$ cat src/rtl/xcore_id_exe_stage_pkg.sv
// Shared types for the ID/EXE stage: widths, ALU select encodings, the
// held-instruction payload and the register-match helper.
package xcore_id_exe_stage_pkg;

   localparam int unsigned XLEN   = 32;
   localparam int unsigned RA_W   = 5;
   localparam int unsigned CTRL_W = 3;

   typedef enum logic [CTRL_W-1:0] {
      ALU_ADD   = 3'b000,
      ALU_SHIFT = 3'b001,
      ALU_SLT   = 3'b010,
      ALU_PASSB = 3'b011,
      ALU_XOR   = 3'b100,
      ALU_AND   = 3'b101,
      ALU_OR    = 3'b110
   } alu_ctrl_e;

   // Decoded instruction as held in the ID/EXE register.
   typedef struct packed {
      alu_ctrl_e        aluctrl;
      logic             a_l;
      logic             l_r;
      logic             u_s;
      logic             sub_add;
      logic [XLEN-1:0]  pc;
      logic [XLEN-1:0]  imm;
      logic             use_pc;
      logic             use_imm;
      logic [RA_W-1:0]  rs1_addr;
      logic [RA_W-1:0]  rs2_addr;
      logic [XLEN-1:0]  rs1_data;
      logic [XLEN-1:0]  rs2_data;
      logic [RA_W-1:0]  rd_addr;
      logic             rd_we;
      logic             is_load;
   } id_exe_t;

   // True when a writer of rd (x0 never counts) produces source register rs.
   function automatic logic rs_hit(input logic [RA_W-1:0] rs,
                                   input logic [RA_W-1:0] rd,
                                   input logic            we);
      return we && (rd != '0) && (rs == rd);
   endfunction

endpackage

$ cat src/rtl/xcore_id_exe_stage_if.sv
// ID/EXE stage bundle: ID request side, MEM/WB bypass sources and the
// EXE/ALU-facing outputs.
// slave  : the stage (consumes ID/MEM/WB, drives id_ready and EXE outputs).
// master : the surrounding pipeline / environment.
interface xcore_id_exe_stage_if;
   import xcore_id_exe_stage_pkg::*;

   logic              flush;
   logic              id_valid;
   logic              id_ready;
   logic [CTRL_W-1:0] id_aluctrl;
   logic              id_a_l, id_l_r, id_u_s, id_sub_add;
   logic [XLEN-1:0]   id_pc, id_imm;
   logic              id_use_pc, id_use_imm;
   logic [RA_W-1:0]   id_rs1_addr, id_rs2_addr;
   logic [XLEN-1:0]   id_rs1_data, id_rs2_data;
   logic [RA_W-1:0]   id_rd_addr;
   logic              id_rd_we, id_is_load;
   logic              ex_ready;
   logic [RA_W-1:0]   mem_rd_addr;
   logic              mem_rd_we;
   logic [XLEN-1:0]   mem_fwd_data;
   logic [RA_W-1:0]   wb_rd_addr;
   logic              wb_rd_we;
   logic [XLEN-1:0]   wb_data;
   logic              ex_valid;
   logic [CTRL_W-1:0] aluctrl;
   logic              a_l, l_r, u_s, sub_add;
   logic [XLEN-1:0]   data_a, data_b, ex_store_data;
   logic [RA_W-1:0]   ex_rd_addr;
   logic              ex_rd_we, ex_is_load;
   logic              load_use_stall;

   modport slave (
      input  flush, id_valid, id_aluctrl, id_a_l, id_l_r, id_u_s, id_sub_add,
             id_pc, id_imm, id_use_pc, id_use_imm, id_rs1_addr, id_rs2_addr,
             id_rs1_data, id_rs2_data, id_rd_addr, id_rd_we, id_is_load,
             ex_ready, mem_rd_addr, mem_rd_we, mem_fwd_data,
             wb_rd_addr, wb_rd_we, wb_data,
      output id_ready, ex_valid, aluctrl, a_l, l_r, u_s, sub_add,
             data_a, data_b, ex_store_data, ex_rd_addr, ex_rd_we, ex_is_load,
             load_use_stall
   );

   modport master (
      output flush, id_valid, id_aluctrl, id_a_l, id_l_r, id_u_s, id_sub_add,
             id_pc, id_imm, id_use_pc, id_use_imm, id_rs1_addr, id_rs2_addr,
             id_rs1_data, id_rs2_data, id_rd_addr, id_rd_we, id_is_load,
             ex_ready, mem_rd_addr, mem_rd_we, mem_fwd_data,
             wb_rd_addr, wb_rd_we, wb_data,
      input  id_ready, ex_valid, aluctrl, a_l, l_r, u_s, sub_add,
             data_a, data_b, ex_store_data, ex_rd_addr, ex_rd_we, ex_is_load,
             load_use_stall
   );

endinterface

$ cat src/rtl/xcore_exe_fwd_mux.sv
// Operand bypass for one source register: x0 reads 0, then MEM, then WB,
// then the stored register-file value.
// Ports: rs_addr_i/rs_data_i (held operand), mem_*_i / wb_*_i (producers),
//        fwd_data_c_o (combinational forwarded operand).
module xcore_exe_fwd_mux
   import xcore_id_exe_stage_pkg::*;
(
   input  logic [RA_W-1:0] rs_addr_i,
   input  logic [XLEN-1:0] rs_data_i,
   input  logic [RA_W-1:0] mem_rd_addr_i,
   input  logic            mem_rd_we_i,
   input  logic [XLEN-1:0] mem_data_i,
   input  logic [RA_W-1:0] wb_rd_addr_i,
   input  logic            wb_rd_we_i,
   input  logic [XLEN-1:0] wb_data_i,
   output logic [XLEN-1:0] fwd_data_c_o
);

   always_comb begin
      fwd_data_c_o = rs_data_i;
      if (rs_addr_i == '0)
         fwd_data_c_o = '0;
      else if (rs_hit(rs_addr_i, mem_rd_addr_i, mem_rd_we_i))
         fwd_data_c_o = mem_data_i;
      else if (rs_hit(rs_addr_i, wb_rd_addr_i, wb_rd_we_i))
         fwd_data_c_o = wb_data_i;
   end

endmodule

$ cat src/rtl/xcore_id_exe_stage.sv
// ID/EXE pipeline register with operand forwarding feeding the EXE ALU.
// Holds one decoded instruction under a valid/ready handshake, inserts a
// load-use bubble and drives ALU controls/operands.
// Ports: clk, rst_n (async active-low), bus (xcore_id_exe_stage_if.slave).
// Build option: XCORE_FWD_EN enables MEM/WB bypass and held-operand refresh;
// without it ID stalls on any in-flight producer of its sources.
module xcore_id_exe_stage
   import xcore_id_exe_stage_pkg::*;
(
   input  logic                  clk,
   input  logic                  rst_n,
   xcore_id_exe_stage_if.slave   bus
);

   id_exe_t          st_q, st_d, id_pkt;
   logic             valid_q, valid_d;
   logic             hz, hz_lu, capture;
   logic             mem_fwd_we, wb_fwd_we;
   logic [XLEN-1:0]  rs1_fwd, rs2_fwd;

   // Pack the ID request into the held-instruction format.
   always_comb begin
      id_pkt          = '0;
      id_pkt.aluctrl  = alu_ctrl_e'(bus.id_aluctrl);
      id_pkt.a_l      = bus.id_a_l;
      id_pkt.l_r      = bus.id_l_r;
      id_pkt.u_s      = bus.id_u_s;
      id_pkt.sub_add  = bus.id_sub_add;
      id_pkt.pc       = bus.id_pc;
      id_pkt.imm      = bus.id_imm;
      id_pkt.use_pc   = bus.id_use_pc;
      id_pkt.use_imm  = bus.id_use_imm;
      id_pkt.rs1_addr = bus.id_rs1_addr;
      id_pkt.rs2_addr = bus.id_rs2_addr;
      id_pkt.rs1_data = bus.id_rs1_data;
      id_pkt.rs2_data = bus.id_rs2_data;
      id_pkt.rd_addr  = bus.id_rd_addr;
      id_pkt.rd_we    = bus.id_rd_we;
      id_pkt.is_load  = bus.id_is_load;
   end

   // A load in EXE cannot be bypassed to the instruction in ID.
   assign hz_lu = valid_q && st_q.is_load &&
                  (rs_hit(bus.id_rs1_addr, st_q.rd_addr, st_q.rd_we) ||
                   rs_hit(bus.id_rs2_addr, st_q.rd_addr, st_q.rd_we));

`ifdef XCORE_FWD_EN
   assign hz         = hz_lu;
   assign mem_fwd_we = bus.mem_rd_we;
   assign wb_fwd_we  = bus.wb_rd_we;
`else
   // Without bypass, wait until no stage still owes a source register.
   assign hz = hz_lu ||
      rs_hit(bus.id_rs1_addr, st_q.rd_addr, valid_q && st_q.rd_we) ||
      rs_hit(bus.id_rs2_addr, st_q.rd_addr, valid_q && st_q.rd_we) ||
      rs_hit(bus.id_rs1_addr, bus.mem_rd_addr, bus.mem_rd_we) ||
      rs_hit(bus.id_rs2_addr, bus.mem_rd_addr, bus.mem_rd_we) ||
      rs_hit(bus.id_rs1_addr, bus.wb_rd_addr, bus.wb_rd_we) ||
      rs_hit(bus.id_rs2_addr, bus.wb_rd_addr, bus.wb_rd_we);
   assign mem_fwd_we = 1'b0;
   assign wb_fwd_we  = 1'b0;
`endif

   assign bus.id_ready       = (!valid_q || bus.ex_ready) && !hz;
   assign bus.load_use_stall = bus.id_valid && hz;
   assign capture            = bus.id_valid && bus.id_ready;

   // Next state: flush > capture > drain (bubble) > hold.
   always_comb begin
      st_d    = st_q;
      valid_d = valid_q;
`ifdef XCORE_FWD_EN
      // Keep a WB result seen during a hold, since WB moves on next cycle.
      if (rs_hit(st_q.rs1_addr, bus.wb_rd_addr, bus.wb_rd_we))
         st_d.rs1_data = bus.wb_data;
      if (rs_hit(st_q.rs2_addr, bus.wb_rd_addr, bus.wb_rd_we))
         st_d.rs2_data = bus.wb_data;
`endif
      if (bus.flush) begin
         valid_d = 1'b0;
      end else if (capture) begin
         st_d    = id_pkt;
         valid_d = 1'b1;
      end else if (bus.ex_ready) begin
         valid_d = 1'b0;
      end
   end

   always_ff @(posedge clk or negedge rst_n) begin
      if (!rst_n) begin
         st_q    <= '0;
         valid_q <= 1'b0;
      end else begin
         st_q    <= st_d;
         valid_q <= valid_d;
      end
   end

   xcore_exe_fwd_mux u_fwd_rs1 (
      .rs_addr_i     (st_q.rs1_addr),
      .rs_data_i     (st_q.rs1_data),
      .mem_rd_addr_i (bus.mem_rd_addr),
      .mem_rd_we_i   (mem_fwd_we),
      .mem_data_i    (bus.mem_fwd_data),
      .wb_rd_addr_i  (bus.wb_rd_addr),
      .wb_rd_we_i    (wb_fwd_we),
      .wb_data_i     (bus.wb_data),
      .fwd_data_c_o  (rs1_fwd)
   );

   xcore_exe_fwd_mux u_fwd_rs2 (
      .rs_addr_i     (st_q.rs2_addr),
      .rs_data_i     (st_q.rs2_data),
      .mem_rd_addr_i (bus.mem_rd_addr),
      .mem_rd_we_i   (mem_fwd_we),
      .mem_data_i    (bus.mem_fwd_data),
      .wb_rd_addr_i  (bus.wb_rd_addr),
      .wb_rd_we_i    (wb_fwd_we),
      .wb_data_i     (bus.wb_data),
      .fwd_data_c_o  (rs2_fwd)
   );

   assign bus.ex_valid      = valid_q;
   assign bus.aluctrl       = st_q.aluctrl;
   assign bus.a_l           = st_q.a_l;
   assign bus.l_r           = st_q.l_r;
   assign bus.u_s           = st_q.u_s;
   assign bus.sub_add       = st_q.sub_add;
   assign bus.data_a        = st_q.use_pc  ? st_q.pc  : rs1_fwd;
   assign bus.data_b        = st_q.use_imm ? st_q.imm : rs2_fwd;
   assign bus.ex_store_data = rs2_fwd;
   assign bus.ex_rd_addr    = st_q.rd_addr;
   assign bus.ex_rd_we      = valid_q && st_q.rd_we;
   assign bus.ex_is_load    = valid_q && st_q.is_load;

endmodule

$ cat src/flat_wrapper.sv
// flat-port wrapper written by rule: the top's interface ports become plain ports
module xcore_id_exe_stage_flat import xcore_id_exe_stage_pkg::*;
  (clk, rst_n, bus_flush, bus_id_valid, bus_id_aluctrl, bus_id_a_l, bus_id_l_r, bus_id_u_s, bus_id_sub_add, bus_id_pc, bus_id_imm, bus_id_use_pc, bus_id_use_imm, bus_id_rs1_addr, bus_id_rs2_addr, bus_id_rs1_data, bus_id_rs2_data, bus_id_rd_addr, bus_id_rd_we, bus_id_is_load, bus_ex_ready, bus_mem_rd_addr, bus_mem_rd_we, bus_mem_fwd_data, bus_wb_rd_addr, bus_wb_rd_we, bus_wb_data, bus_id_ready, bus_ex_valid, bus_aluctrl, bus_a_l, bus_l_r, bus_u_s, bus_sub_add, bus_data_a, bus_data_b, bus_ex_store_data, bus_ex_rd_addr, bus_ex_rd_we, bus_ex_is_load, bus_load_use_stall);
  xcore_id_exe_stage_if bus_i ();
  input  logic clk;
  input  logic rst_n;
  input wire logic [$bits(bus_i.flush)-1:0] bus_flush;
  input wire logic [$bits(bus_i.id_valid)-1:0] bus_id_valid;
  input wire logic [$bits(bus_i.id_aluctrl)-1:0] bus_id_aluctrl;
  input wire logic [$bits(bus_i.id_a_l)-1:0] bus_id_a_l;
  input wire logic [$bits(bus_i.id_l_r)-1:0] bus_id_l_r;
  input wire logic [$bits(bus_i.id_u_s)-1:0] bus_id_u_s;
  input wire logic [$bits(bus_i.id_sub_add)-1:0] bus_id_sub_add;
  input wire logic [$bits(bus_i.id_pc)-1:0] bus_id_pc;
  input wire logic [$bits(bus_i.id_imm)-1:0] bus_id_imm;
  input wire logic [$bits(bus_i.id_use_pc)-1:0] bus_id_use_pc;
  input wire logic [$bits(bus_i.id_use_imm)-1:0] bus_id_use_imm;
  input wire logic [$bits(bus_i.id_rs1_addr)-1:0] bus_id_rs1_addr;
  input wire logic [$bits(bus_i.id_rs2_addr)-1:0] bus_id_rs2_addr;
  input wire logic [$bits(bus_i.id_rs1_data)-1:0] bus_id_rs1_data;
  input wire logic [$bits(bus_i.id_rs2_data)-1:0] bus_id_rs2_data;
  input wire logic [$bits(bus_i.id_rd_addr)-1:0] bus_id_rd_addr;
  input wire logic [$bits(bus_i.id_rd_we)-1:0] bus_id_rd_we;
  input wire logic [$bits(bus_i.id_is_load)-1:0] bus_id_is_load;
  input wire logic [$bits(bus_i.ex_ready)-1:0] bus_ex_ready;
  input wire logic [$bits(bus_i.mem_rd_addr)-1:0] bus_mem_rd_addr;
  input wire logic [$bits(bus_i.mem_rd_we)-1:0] bus_mem_rd_we;
  input wire logic [$bits(bus_i.mem_fwd_data)-1:0] bus_mem_fwd_data;
  input wire logic [$bits(bus_i.wb_rd_addr)-1:0] bus_wb_rd_addr;
  input wire logic [$bits(bus_i.wb_rd_we)-1:0] bus_wb_rd_we;
  input wire logic [$bits(bus_i.wb_data)-1:0] bus_wb_data;
  output wire logic [$bits(bus_i.id_ready)-1:0] bus_id_ready;
  output wire logic [$bits(bus_i.ex_valid)-1:0] bus_ex_valid;
  output wire logic [$bits(bus_i.aluctrl)-1:0] bus_aluctrl;
  output wire logic [$bits(bus_i.a_l)-1:0] bus_a_l;
  output wire logic [$bits(bus_i.l_r)-1:0] bus_l_r;
  output wire logic [$bits(bus_i.u_s)-1:0] bus_u_s;
  output wire logic [$bits(bus_i.sub_add)-1:0] bus_sub_add;
  output wire logic [$bits(bus_i.data_a)-1:0] bus_data_a;
  output wire logic [$bits(bus_i.data_b)-1:0] bus_data_b;
  output wire logic [$bits(bus_i.ex_store_data)-1:0] bus_ex_store_data;
  output wire logic [$bits(bus_i.ex_rd_addr)-1:0] bus_ex_rd_addr;
  output wire logic [$bits(bus_i.ex_rd_we)-1:0] bus_ex_rd_we;
  output wire logic [$bits(bus_i.ex_is_load)-1:0] bus_ex_is_load;
  output wire logic [$bits(bus_i.load_use_stall)-1:0] bus_load_use_stall;
  assign bus_i.flush = bus_flush;
  assign bus_i.id_valid = bus_id_valid;
  assign bus_i.id_aluctrl = bus_id_aluctrl;
  assign bus_i.id_a_l = bus_id_a_l;
  assign bus_i.id_l_r = bus_id_l_r;
  assign bus_i.id_u_s = bus_id_u_s;
  assign bus_i.id_sub_add = bus_id_sub_add;
  assign bus_i.id_pc = bus_id_pc;
  assign bus_i.id_imm = bus_id_imm;
  assign bus_i.id_use_pc = bus_id_use_pc;
  assign bus_i.id_use_imm = bus_id_use_imm;
  assign bus_i.id_rs1_addr = bus_id_rs1_addr;
  assign bus_i.id_rs2_addr = bus_id_rs2_addr;
  assign bus_i.id_rs1_data = bus_id_rs1_data;
  assign bus_i.id_rs2_data = bus_id_rs2_data;
  assign bus_i.id_rd_addr = bus_id_rd_addr;
  assign bus_i.id_rd_we = bus_id_rd_we;
  assign bus_i.id_is_load = bus_id_is_load;
  assign bus_i.ex_ready = bus_ex_ready;
  assign bus_i.mem_rd_addr = bus_mem_rd_addr;
  assign bus_i.mem_rd_we = bus_mem_rd_we;
  assign bus_i.mem_fwd_data = bus_mem_fwd_data;
  assign bus_i.wb_rd_addr = bus_wb_rd_addr;
  assign bus_i.wb_rd_we = bus_wb_rd_we;
  assign bus_i.wb_data = bus_wb_data;
  assign bus_id_ready = bus_i.id_ready;
  assign bus_ex_valid = bus_i.ex_valid;
  assign bus_aluctrl = bus_i.aluctrl;
  assign bus_a_l = bus_i.a_l;
  assign bus_l_r = bus_i.l_r;
  assign bus_u_s = bus_i.u_s;
  assign bus_sub_add = bus_i.sub_add;
  assign bus_data_a = bus_i.data_a;
  assign bus_data_b = bus_i.data_b;
  assign bus_ex_store_data = bus_i.ex_store_data;
  assign bus_ex_rd_addr = bus_i.ex_rd_addr;
  assign bus_ex_rd_we = bus_i.ex_rd_we;
  assign bus_ex_is_load = bus_i.ex_is_load;
  assign bus_load_use_stall = bus_i.load_use_stall;
  xcore_id_exe_stage u_core (.clk(clk), .rst_n(rst_n), .bus(bus_i));
endmodule
$ cat config.mk
export PLATFORM = sky130hd
export DESIGN_NAME = xcore_id_exe_stage_flat
export DESIGN_NICKNAME = d
export VERILOG_FILES = /design/src/rtl/xcore_id_exe_stage_pkg.sv /design/src/rtl/xcore_id_exe_stage_if.sv /design/src/rtl/xcore_exe_fwd_mux.sv /design/src/rtl/xcore_id_exe_stage.sv /design/src/flat_wrapper.sv
export SDC_FILE = /design/constraint.sdc
export NUM_CORES = 1
export LEC_CHECK = 0
export CORE_AREA = 2 2 135 137
export CTS_CLUSTER_SIZE = 16
export DETAILED_ROUTE_END_ITERATION = 6
export DIE_AREA = 0 0 137 139
export PLACE_DENSITY = 0.8
export SLEW_MARGIN = 25
export SYNTH_ARGS = -nofsm -noshare
export SYNTH_HDL_FRONTEND = slang
export SYNTH_SLANG_ARGS = --single-unit
$ cat constraint.sdc
create_clock -name clk -period 4.45 [get_ports clk]
set_input_delay 0.89 -clock clk [delete_from_list [all_inputs] [get_ports clk]]
set_output_delay 0.89 -clock clk [all_outputs]
set_load 0.01 [all_outputs]
### Word-level counts from Yosys, hierarchy flattened

Index checks and enable logic that the tools add are counted.

| storage, ports and cells | value |
|---|---|
| register bits | 155 |
| output and inout bits | 113 |
| logic and storage cells | 66 |
| input bits | 235 |

| cells by class | value |
|---|---|
| reduce and logical (&&, ||, !) cells | 35 |
| bitwise operators | 1 |
| muxes and demuxes | 7 |
| equality and inequality tests | 6 |

Operators with widths:

| cell | number |
|---|---|
| $mux W32 | 4 |
| $eq A5 B5 Y1 | 6 |
| $logic_and A1 B1 Y1 | 18 |
| $reduce_bool A5 Y1 | 3 |
| $logic_not A5 Y1 | 2 |
| $logic_or A1 B1 Y1 | 8 |
| $mux W1 | 3 |
| $reduce_bool A3 Y1 | 1 |
| $logic_not A1 Y1 | 2 |
| $reduce_and A2 Y1 | 1 |
| $not A1 Y1 | 1 |

### Logic depth before layout (Yosys ltp)

Gate-level depths: netlist (run 1).

| logic depth | value |
|---|---|
| depth after elaboration | 16 |
| mapped depth | 9 |
| mapped depth without buffers | 6 |

### Hierarchy

A second synthesis (run 1) with hierarchy kept.

| second synthesis, totals | value |
|---|---|
| cells, all modules | 803 |
| area total of the unflattened synthesis | 8962.3 sq um |

Modules (own cells, without submodules):

| module | cells each | area an instance (sq um) | seq. area each (sq um) | instances |
|---|---|---|---|---|
| xcore_id_exe_stage | 467 | 7223.2 | 3878.7 | 1 |
| xcore_exe_fwd_mux | 168 | 869.6 | 0.0 | 2 |

### Worst setup path after synthesis (run 1)

OpenSTA, ideal clock, no wires.

| timing | value |
|---|---|
| path type | input to output |
| from | input bus_wb_rd_addr[0] |
| to | output bus_id_ready |
| path slack | 1.298 ns |
| cell stages on the path | 4 |
| data arrival time | 2.262 ns |
| buffers on the path | 0 |
| required time | 3.560 ns |
| path through | or4_1 o21a_1 a222oi_1 nor2b_1 |

| between the ends | value |
|---|---|
| cells in the longest elaborated chain, start to end | 7 |
| elaborated cells on any way between the ends | 10 |

RTL lines:

| what | line | RTL |
|---|---|---|
| start: declaration | flat_wrapper.sv:29 | `input wire logic [$bits(bus_i.wb_rd_addr)-1:0] bus_wb_rd_addr;` |
| $reduce_bool A5 Y1 | xcore_id_exe_stage_pkg.sv:43 | `return we && (rd != '0) && (rs == rd);` |
| $logic_and A1 B1 Y1 (2 in a row) | xcore_id_exe_stage_pkg.sv:43 |  |
| $logic_or A1 B1 Y1 | xcore_id_exe_stage.sv:57 | `rs_hit(bus.id_rs2_addr, bus.mem_rd_addr, bus.mem_rd_we) \|\|` |
| $logic_or A1 B1 Y1 (*) | xcore_id_exe_stage.sv:58 | `rs_hit(bus.id_rs1_addr, bus.wb_rd_addr, bus.wb_rd_we) \|\|` |
| $logic_not A1 Y1 (*) | xcore_id_exe_stage.sv:64 | `assign bus.id_ready = (!valid_q \|\| bus.ex_ready) && !hz;` |
| $logic_and A1 B1 Y1 (*) | xcore_id_exe_stage.sv:64 |  |
| end: declaration | flat_wrapper.sv:32 | `output wire logic [$bits(bus_i.id_ready)-1:0] bus_id_ready;` |

Mark *: on every way between the ends. The rest lies on a longest branch, timed or not.

### Final worst setup path (run 1)

Ends and elaborated chain as after synthesis.

==> results of run 1 <==
## cell usage after synthesis, types with 2 or more instances
| library cell | n |
|---|---|
| sky130_fd_sc_hd__a21oi_1 | 2 |
| sky130_fd_sc_hd__a22o_1 | 32 |
| sky130_fd_sc_hd__and2_1 | 34 |
| sky130_fd_sc_hd__buf_2 | 10 |
| sky130_fd_sc_hd__buf_4 | 8 |
| sky130_fd_sc_hd__buf_6 | 7 |
| sky130_fd_sc_hd__clkbuf_1 | 14 |
| sky130_fd_sc_hd__dfrtp_1 | 155 |
| sky130_fd_sc_hd__mux2_2 | 126 |
| sky130_fd_sc_hd__mux2_4 | 60 |
| sky130_fd_sc_hd__nand2_1 | 7 |
| sky130_fd_sc_hd__nand3_1 | 6 |
| sky130_fd_sc_hd__nor2_1 | 3 |
| sky130_fd_sc_hd__nor2b_1 | 2 |
| sky130_fd_sc_hd__nor3_1 | 2 |
| sky130_fd_sc_hd__o21a_1 | 3 |
| sky130_fd_sc_hd__o22ai_1 | 3 |
| sky130_fd_sc_hd__or4_1 | 3 |
| sky130_fd_sc_hd__xnor2_1 | 30 |
## area by class of cell
class	count	area, um^2
clock inverter	12	161
sequential	155	3880
multi-input combinational	316	3290
timing repair buffer	291	2910
fill	1297	6680
tap	229	287
clock buffer	20	457
## where the power goes
group          total (mW)  leakage (nW)  internal (mW)  switching (mW)
registers            1.90          1.82           1.71           0.191
clock network        1.51         0.294          0.919           0.587
logic                1.81          2.55           1.16           0.646
## registers in the layout (all words and copies together), names as in the netlist
signal / flops
u_core.bus.a_l: 1
u_core.bus.aluctrl: 3
u_core.bus.ex_rd_addr: 5
u_core.bus.ex_valid: 1
u_core.bus.l_r: 1
u_core.bus.sub_add: 1
u_core.bus.u_s: 1
u_core.st_q: 142
## path summary, 6_finish.rpt
check                                              to                      from  cells after the start
worst max-delay path                     bus_id_ready         bus_wb_rd_addr[0]                      7
worst min-delay path                  u_core.st_q[24]           u_core.st_q[24]                      1
worst max register to register        u_core.st_q[95]  u_core.bus.ex_rd_addr[2]                      7
worst min register to register        u_core.st_q[24]           u_core.st_q[24]                      1
max in group asynchronous             u_core.st_q[29]                     rst_n                      2
min in group asynchronous       u_core.bus.aluctrl[1]                     rst_n                      1
## placed cells by master (no fill, tap or decap), drive strengths merged, types with 6 or more instances in the layout
| master | instances |
|---|---|
| a22o | 32 |
| nand3 | 6 |
| buf | 9 |
| clkbuf | 20 |
| nand2 | 7 |
| and2 | 34 |
| dfrtp | 155 |
| mux2 | 186 |
| clkdlybuf4s50 | 282 |
| xnor2 | 30 |
## cells by family (layout without fill, tap and decap cells)
group	Yosys count	count (layout)	share of synthesized area, %
muxes	186	186	31.4
AOI/OAI and AO/OA	41	41	4.62
and+or+nand+nor	59	59	4.66
DFF	155	155	52.5
buffers and inverters	39	323	3.27
xor gates and xnor gates	30	30	3.56
## through the flow
step	hold WS [ns]	total power, mW	setup slack (ns)	instances	area (um^2)
4_1_cts	0.503	5.27	0.143	1023	11000
6_report	0.500	5.21	0.162	1023	11000
3_5_place_dp	0.487	3.73	0.141	991	10400
3_3_place_gp	0.478	3.67	0.106	991	10400
2_1_floorplan	0.471	2.80	1.30	510	7390
5_1_grt	0.513	5.47	0.0740	1023	11000
## per-layer routing
layer	up-vias	global-route usage (%)
met5	-	0
met4	0	6.24
met2	178	34.9
met1	2496	22.9
li1	2346	-
met3	19	7.13
## worst max-delay path: stages
cell and delay [ns]:
sky130_fd_sc_hd__clkdlybuf4s50_1 0.48, sky130_fd_sc_hd__or4_1 0.55, sky130_fd_sc_hd__o21a_1 0.19, sky130_fd_sc_hd__a222oi_1 0.37, sky130_fd_sc_hd__buf_4 0.22, sky130_fd_sc_hd__nor2b_1 0.14, sky130_fd_sc_hd__clkdlybuf4s50_1 0.55
==> impl.org, run 1 <==
** Outcome
- The flow ran to the end, and the final reports show no timing, DRC or antenna violations.

** GRT
- Antenna violations before repair :: 0
- Entering global routing, the biggest net connects 96 pins.
- Via count of the first global-routing pass :: 5,623
- The first global-routing pass estimated 29.8 mm of wire.
- The total overflow left after global routing is 0.
- GRT Overall Usage :: 20.1%

** Cells and area
- Number of nets in the layout :: approximately 1,000
- From synthesis to final layout, the design area changed by 48.6%.
- Measured on the finished design, the core utilization comes to between 60% and 70%.
- Fraction of layout instances using a drive strength above 1 :: 28.7%
- The number of antenna diodes in the final layout is 0.

** Route
- DRT antenna net count :: 0
- Max Used Layer :: met4
- Count of unresolved DRC violations after routing :: 0
- Final wirelength :: 19.0 mm
- After detailed routing, the wire length on met1 is around 7.4 mm.
- Amount of wire on met2 after detailed routing :: slightly below 10 mm
- Detailed-routing iteration count for the pre-antenna-repair pass :: 4
- Number of vias after detailed routing :: between 5,000 and 6,000
- Summed over all nets, wire length on met3 after detailed routing comes to 1.57 mm.
- After the first detailed-routing iteration, the DRC count stood at 108.
- Average wire per standard cell :: 18.6 um
- Dividing the detail-routed via count by the number of cells gives 4.93.

** Timing
- The clock arrives with 0.00739 ns of skew.
- Setup repair after global routing left no endpoint under its margin.
- Of the available clock period, the critical path in the final layout requires 96.4%.
- The number of hold violations in the final report was 0.
- Max-Slew Margin vs Limit :: 40.8%
- For this run, the top clock speed supported by timing is roughly 0.23 GHz.
- Worst Tran Pin Value :: 0.886 ns
- The count of final max-slew check failures was 0.
- Minimum clock period after layout :: 4.29 ns
- TNS Setup :: 0 ns
- Setup violations remaining at the end of the flow were counted as 0.

** Critical path
- Worst EP required :: approximately 3.6 ns
- The setup path with the least slack is of type primary input to output pin.
- Critical path launch point type :: primary input
- STA classifies the critical path endpoint as an output pin.
- At the worst endpoint, the arrival time is about 3.4 ns.
- Worst R2R Setup Slack :: 1.75 ns
- Along the worst path, the maximum fanout reaches 4.

** Floorplanning
- Area of the core :: about 0.018 mm^2
- Pin placement for this block handled 348 I/O pins.
- Horizontal extent of the die :: 137 um
- Once the floorplan was initialized, standard cells occupied 41.8% of the core.
- Vertical die dimension :: around 140 um
- Floorplan die area :: 0.0190 mm^2
- After floorplanning, the core was divided into between 40 and 50 placement rows.

** Job
- Max Cap Viol :: 0

** Synthesis
- Counting flops and latches in the post-synthesis netlist gives 155.
- Post-synthesis net count :: approximately 750
- Of all flip-flops after synthesis, the portion carrying an async set or reset was 100%.
- Yosys warning total :: 0
- In this run the biggest area consumer among cell types represents 52.5% of the synthesized area.
- Synthesis produced 510 cells.
- Counting flops with a built-in enable in the synthesized netlist gives 0.
- Sequential fraction of the synthesis area :: a little over half
- Cell types with the largest area share after synthesis :: sky130_fd_sc_hd__dfrtp_1 52%, sky130_fd_sc_hd__mux2_2 19%, sky130_fd_sc_hd__mux2_4 12%
- Synthesis instantiated 22 different standard cells from the library.
- In this run the cell area of the synthesized design comes to approximately 0.0074 mm^2.
- Average cell area after synthesis :: 14.5 um^2
- Most used DFF post-synth :: sky130_fd_sc_hd__dfrtp_1
- Summed over all instances, the cell type with the most area after synthesis is sky130_fd_sc_hd__dfrtp_1.

** Clock tree
- Clock-pin slew was measured on the worst setup and hold paths at 0.06 ns.
- Latest clock arrival within the worst-skew pair :: ~0.42 ns
- H-tree level count :: 4
- Clock tree synthesis selected as its root buffer the cell sky130_fd_sc_hd__clkbuf_16.
- # Post-CTS Setup Buffers :: 0
- Inserted Clock Buffers :: 17
- In this run, post-CTS hold repair placed 0 buffers.
- Counting along the longest clock path gives a buffer depth of 2.
- CTS tree :: built
- The clock net in this run drives a total of 155 sinks.
- Number of resized instances in the post-cts repair step :: 0

** Place
- Once detailed placement completed, the half-perimeter wirelength came to 13.8 mm.
- The congestion estimate from routability-driven global placement came to 0.901.
- Count of input and output buffers :: 283

** Pwr
- Maximum resistive drop on vdd :: 271 uV
- Lkg Pwr :: 4.67 nW
- Power density relative to cell area :: 474 mW/mm^2

** Min path
- The path class of the tightest hold or removal check is flip-flop to flip-flop.
(Power assumes the default switching activity.)
==> run 2: changes to the inputs <==
--- a/config.mk
+++ b/config.mk
@@ -5,11 +5,11 @@
 export SDC_FILE = /design/constraint.sdc
 export NUM_CORES = 1
 export LEC_CHECK = 0
-export CORE_AREA = 2 2 135 137
+export CORE_MARGIN = 5
+export CORE_UTILIZATION = 45
 export CTS_CLUSTER_SIZE = 16
 export DETAILED_ROUTE_END_ITERATION = 6
-export DIE_AREA = 0 0 137 139
-export PLACE_DENSITY = 0.8
+export PLACE_DENSITY = 0.85
 export SLEW_MARGIN = 25
 export SYNTH_ARGS = -nofsm -noshare
 export SYNTH_HDL_FRONTEND = slang
==> impl.org, run 2 (synthesized netlist as in run 1, its figures left out) <==
** Outcome
- The run finished with clean final reports.

** Cells and area
- Flip-flop count of the largest register after layout :: 142
- Growth of design area from synthesis to finish :: 48.6%
- Total area of sequential cells :: slightly below 0.004 mm^2
- Footprint of the multi-input gates :: 0.00329 mm^2
- The filler cells instantiated in the layout total 1,117.
- Finished layout cell area :: 0.0110 mm^2
- Most frequent cells in the layout :: 282 x sky130_fd_sc_hd__clkdlybuf4s50_1, 155 x sky130_fd_sc_hd__dfrtp_1, 126 x sky130_fd_sc_hd__mux2_2, 60 x sky130_fd_sc_hd__mux2_4, 34 x sky130_fd_sc_hd__and2_1
- More flip-flops sit in one register than any other, and that register is u_core.st_q.
- Number of nets in the layout :: approximately 1,000
- The repair_antennas step left the layout with diodes totalling 0.
- Of the cells placed in the final design, the portion with a size suffix greater than 1 is between 20 and 30%.
- Layout Utilization :: approximately 69%
- Most frequent standard cell in the layout excluding fill and tap cells :: sky130_fd_sc_hd__clkdlybuf4s50_1

** Floorplanning
- Vertical die dimension :: 138 um
- Number of rows created at floorplan :: 46
- Initial standard-cell utilization of the core :: 46.2%
- Floorplan die area :: approximately 0.019 mm^2
- Area of the core :: 0.0160 mm^2
- Ports placed on the boundary :: ~350
- Horizontal extent of the die :: 138 um

** GRT
- After global routing, the most crowded layer is met2.
- The first global-routing pass estimated 33.0 mm of wire.
- Met3 track utilization from global routing :: 9.45%
- Maximum number of pins on one net before global-route repair :: 90
- For met1 alone, demand over resource in global routing was 25.6%.
- Antenna violations before repair :: 0
- Global-route met2 utilization :: 35.6%
- Global-route congestion overflow total :: 0
- GRT Overall Usage :: approximately 22%
- Via count of the first global-routing pass :: 5,772

** Timing
- Maximum operating frequency :: 0.231 GHz
- The worst path uses 97.4% of the clock period.
- Setup violations remaining at the end of the flow were counted as 0.
- The worst path in the final design needs a cycle of 4.33 ns, including I/O delays and setup.
- At the pin with the least slew margin, the transition time is 0.889 ns.
- The tightest hold path in the finished design has a slack of about 0.46 ns.
- After routing, the total negative slack on setup checks comes to 0 ns.
- The number of hold violations in the final report is 0.
- The clock arrives with slightly below 0.006 ns of skew.
- After layout, the worst setup slack is roughly 0.12 ns.
- Setup repair after global routing missed its margin :: no
- In this run the tightest slew margin relative to its limit is between 40% and 50%.
- The count of final max-slew check failures was 0.

** Route
- Final wirelength :: 20.7 mm
- Detailed-routing iteration count for the pre-antenna-repair pass :: 5
- Vias per inst :: between 5 and 6
- Average wire per standard cell :: between 20 and 25 um
- Count of unresolved DRC violations after routing :: 0
- Detailed routing inserted a total of ~5,200 vias.
- The count of nets left with antenna violations once routing finished came out at 0.
- First-iteration detailed-routing DRC count :: 184

** Min path
- Worst min-delay path class :: primary input to asynchronous set/reset pin

** Place
- HPWL after detailed placement :: between 15 and 20 mm
- Weighted congestion reported at the end of routability-driven placement :: around 0.85
- Worst slack after detailed placement :: 0.114 ns
- Once placement finished, the instance area stood at 0.0104 mm^2.
- Buffers placed on the I/O ports in this run total 283.

** Clock tree
- Clock input transition at the sequential cells of the worst setup and hold paths :: 0.06 ns
- For this design, the CTS-stage hold fixing added 0 buffers.
- Number of resized instances in the post-cts repair step :: 0
- # Post-CTS Setup Buffers :: 0
- Number of sinks driven by the clock tree :: 155
- Buffers inserted during clock tree synthesis total 17.
- The H-tree generated during clock tree synthesis spans 4 levels.
- Library cell used as clock root buffer :: sky130_fd_sc_hd__clkbuf_16
- The later pin in the worst-skew pair is clocked with a latency of just over 0.4 ns.
- No sink is reached through more buffers than the 2 on the longest clock path.
- TritonCTS built the clock tree.

** Pwr
- Combinational logic is responsible for 35.1% of the overall power.
- Summed over all cells, the static leakage comes to 4.67 nW.
- Proportion of power drawn by flip-flops and latches :: 36.2%
- In this run switching power makes up 27.6% of total power.
- Power density relative to cell area :: around 480 mW/mm^2
- The clock network burns between 20% and 30% of the power.
- The internal power of the cells totals 3.79 mW.
- For this design the total switching power over the nets is 1.45 mW.
- Maximum resistive drop on vdd :: 247 uV

** Critical path
- The worst register-to-register path begins at u_core.bus.ex_rd_addr[1].
- STA puts the critical path data required time at 3.56 ns.
- STA puts the critical path data arrival time at approximately 3.4 ns.
- Path type of the worst setup path :: primary input to output pin
- Crit end category :: output pin
- Critical path launch point type :: primary input
- Reg2Reg Capture Point :: u_core.st_q[91]
- In this run the worst path has a maximum fanout of 4.
- Worst R2R Path Depth :: 7
- Worst R2R Setup Slack :: around 1.5 ns

** Job
- Across the run, the number of max-cap violations was 0.
run 2: cell count changes in the layout (fill, tap and decap cells not counted), sizes merged:
cell / delta
buf: -1
clkinv: +1
clkinvlp: -1
run 2: power by group through the flow:
stage / combinational, mW / sequential (mW) / clock [mW]
2_1_floorplan: 0.961 / 1.84 / 0
3_3_place_gp: 1.81 / 1.89 / 0
6_report: 1.84 / 1.90 / 1.50
4_1_cts: 1.86 / 1.89 / 1.54
5_1_grt: 1.96 / 1.93 / 1.61
3_5_place_dp: 1.85 / 1.91 / 0
run 2: worst max path at each step:
stage                      start            to  cells past startpoint
5_1_grt        bus_wb_rd_addr[0]  bus_id_ready                      7
2_1_floorplan  bus_wb_rd_addr[0]  bus_id_ready                      4
3_5_place_dp   bus_wb_rd_addr[0]  bus_id_ready                      7
6_report       bus_wb_rd_addr[0]  bus_id_ready                      7
3_3_place_gp   bus_wb_rd_addr[0]  bus_id_ready                      7
4_1_cts        bus_wb_rd_addr[0]  bus_id_ready                      7
run 2: area by class of cell:
class,instances,share of cell area [%]
flip-flops and latches,155,35.3
multi-input cells,316,29.9
repair buffers,290,26.6
clock buffers,20,4.16
well taps,216,2.46
clock inverters,12,1.48
run 2: worst max-delay path, stage by stage:
cell                              delay (ns)
sky130_fd_sc_hd__clkdlybuf4s50_1        0.48
sky130_fd_sc_hd__or4_1                  0.54
sky130_fd_sc_hd__o21a_1                 0.19
sky130_fd_sc_hd__a222oi_1               0.41
sky130_fd_sc_hd__buf_4                  0.22
sky130_fd_sc_hd__nor2b_1                0.15
sky130_fd_sc_hd__clkdlybuf4s50_1        0.56
run 2: per-layer routing:
layer | vias to the layer above | share of wire, %
met3 | 33 | 9.4
met4 | 0 | 2.3
met1 | 2589 | 40
met2 | 250 | 48
met5 | - | 0
li1 | 2356 | -
run 2: stage by stage:
| step | cells | total power [mW] |
|---|---|---|
| 2_1_floorplan | 510 | 2.80 |
| 3_3_place_gp | 977 | 3.70 |
| 3_5_place_dp | 977 | 3.76 |
| 4_1_cts | 1009 | 5.29 |
| 5_1_grt | 1009 | 5.49 |
| 6_report | 1009 | 5.23 |
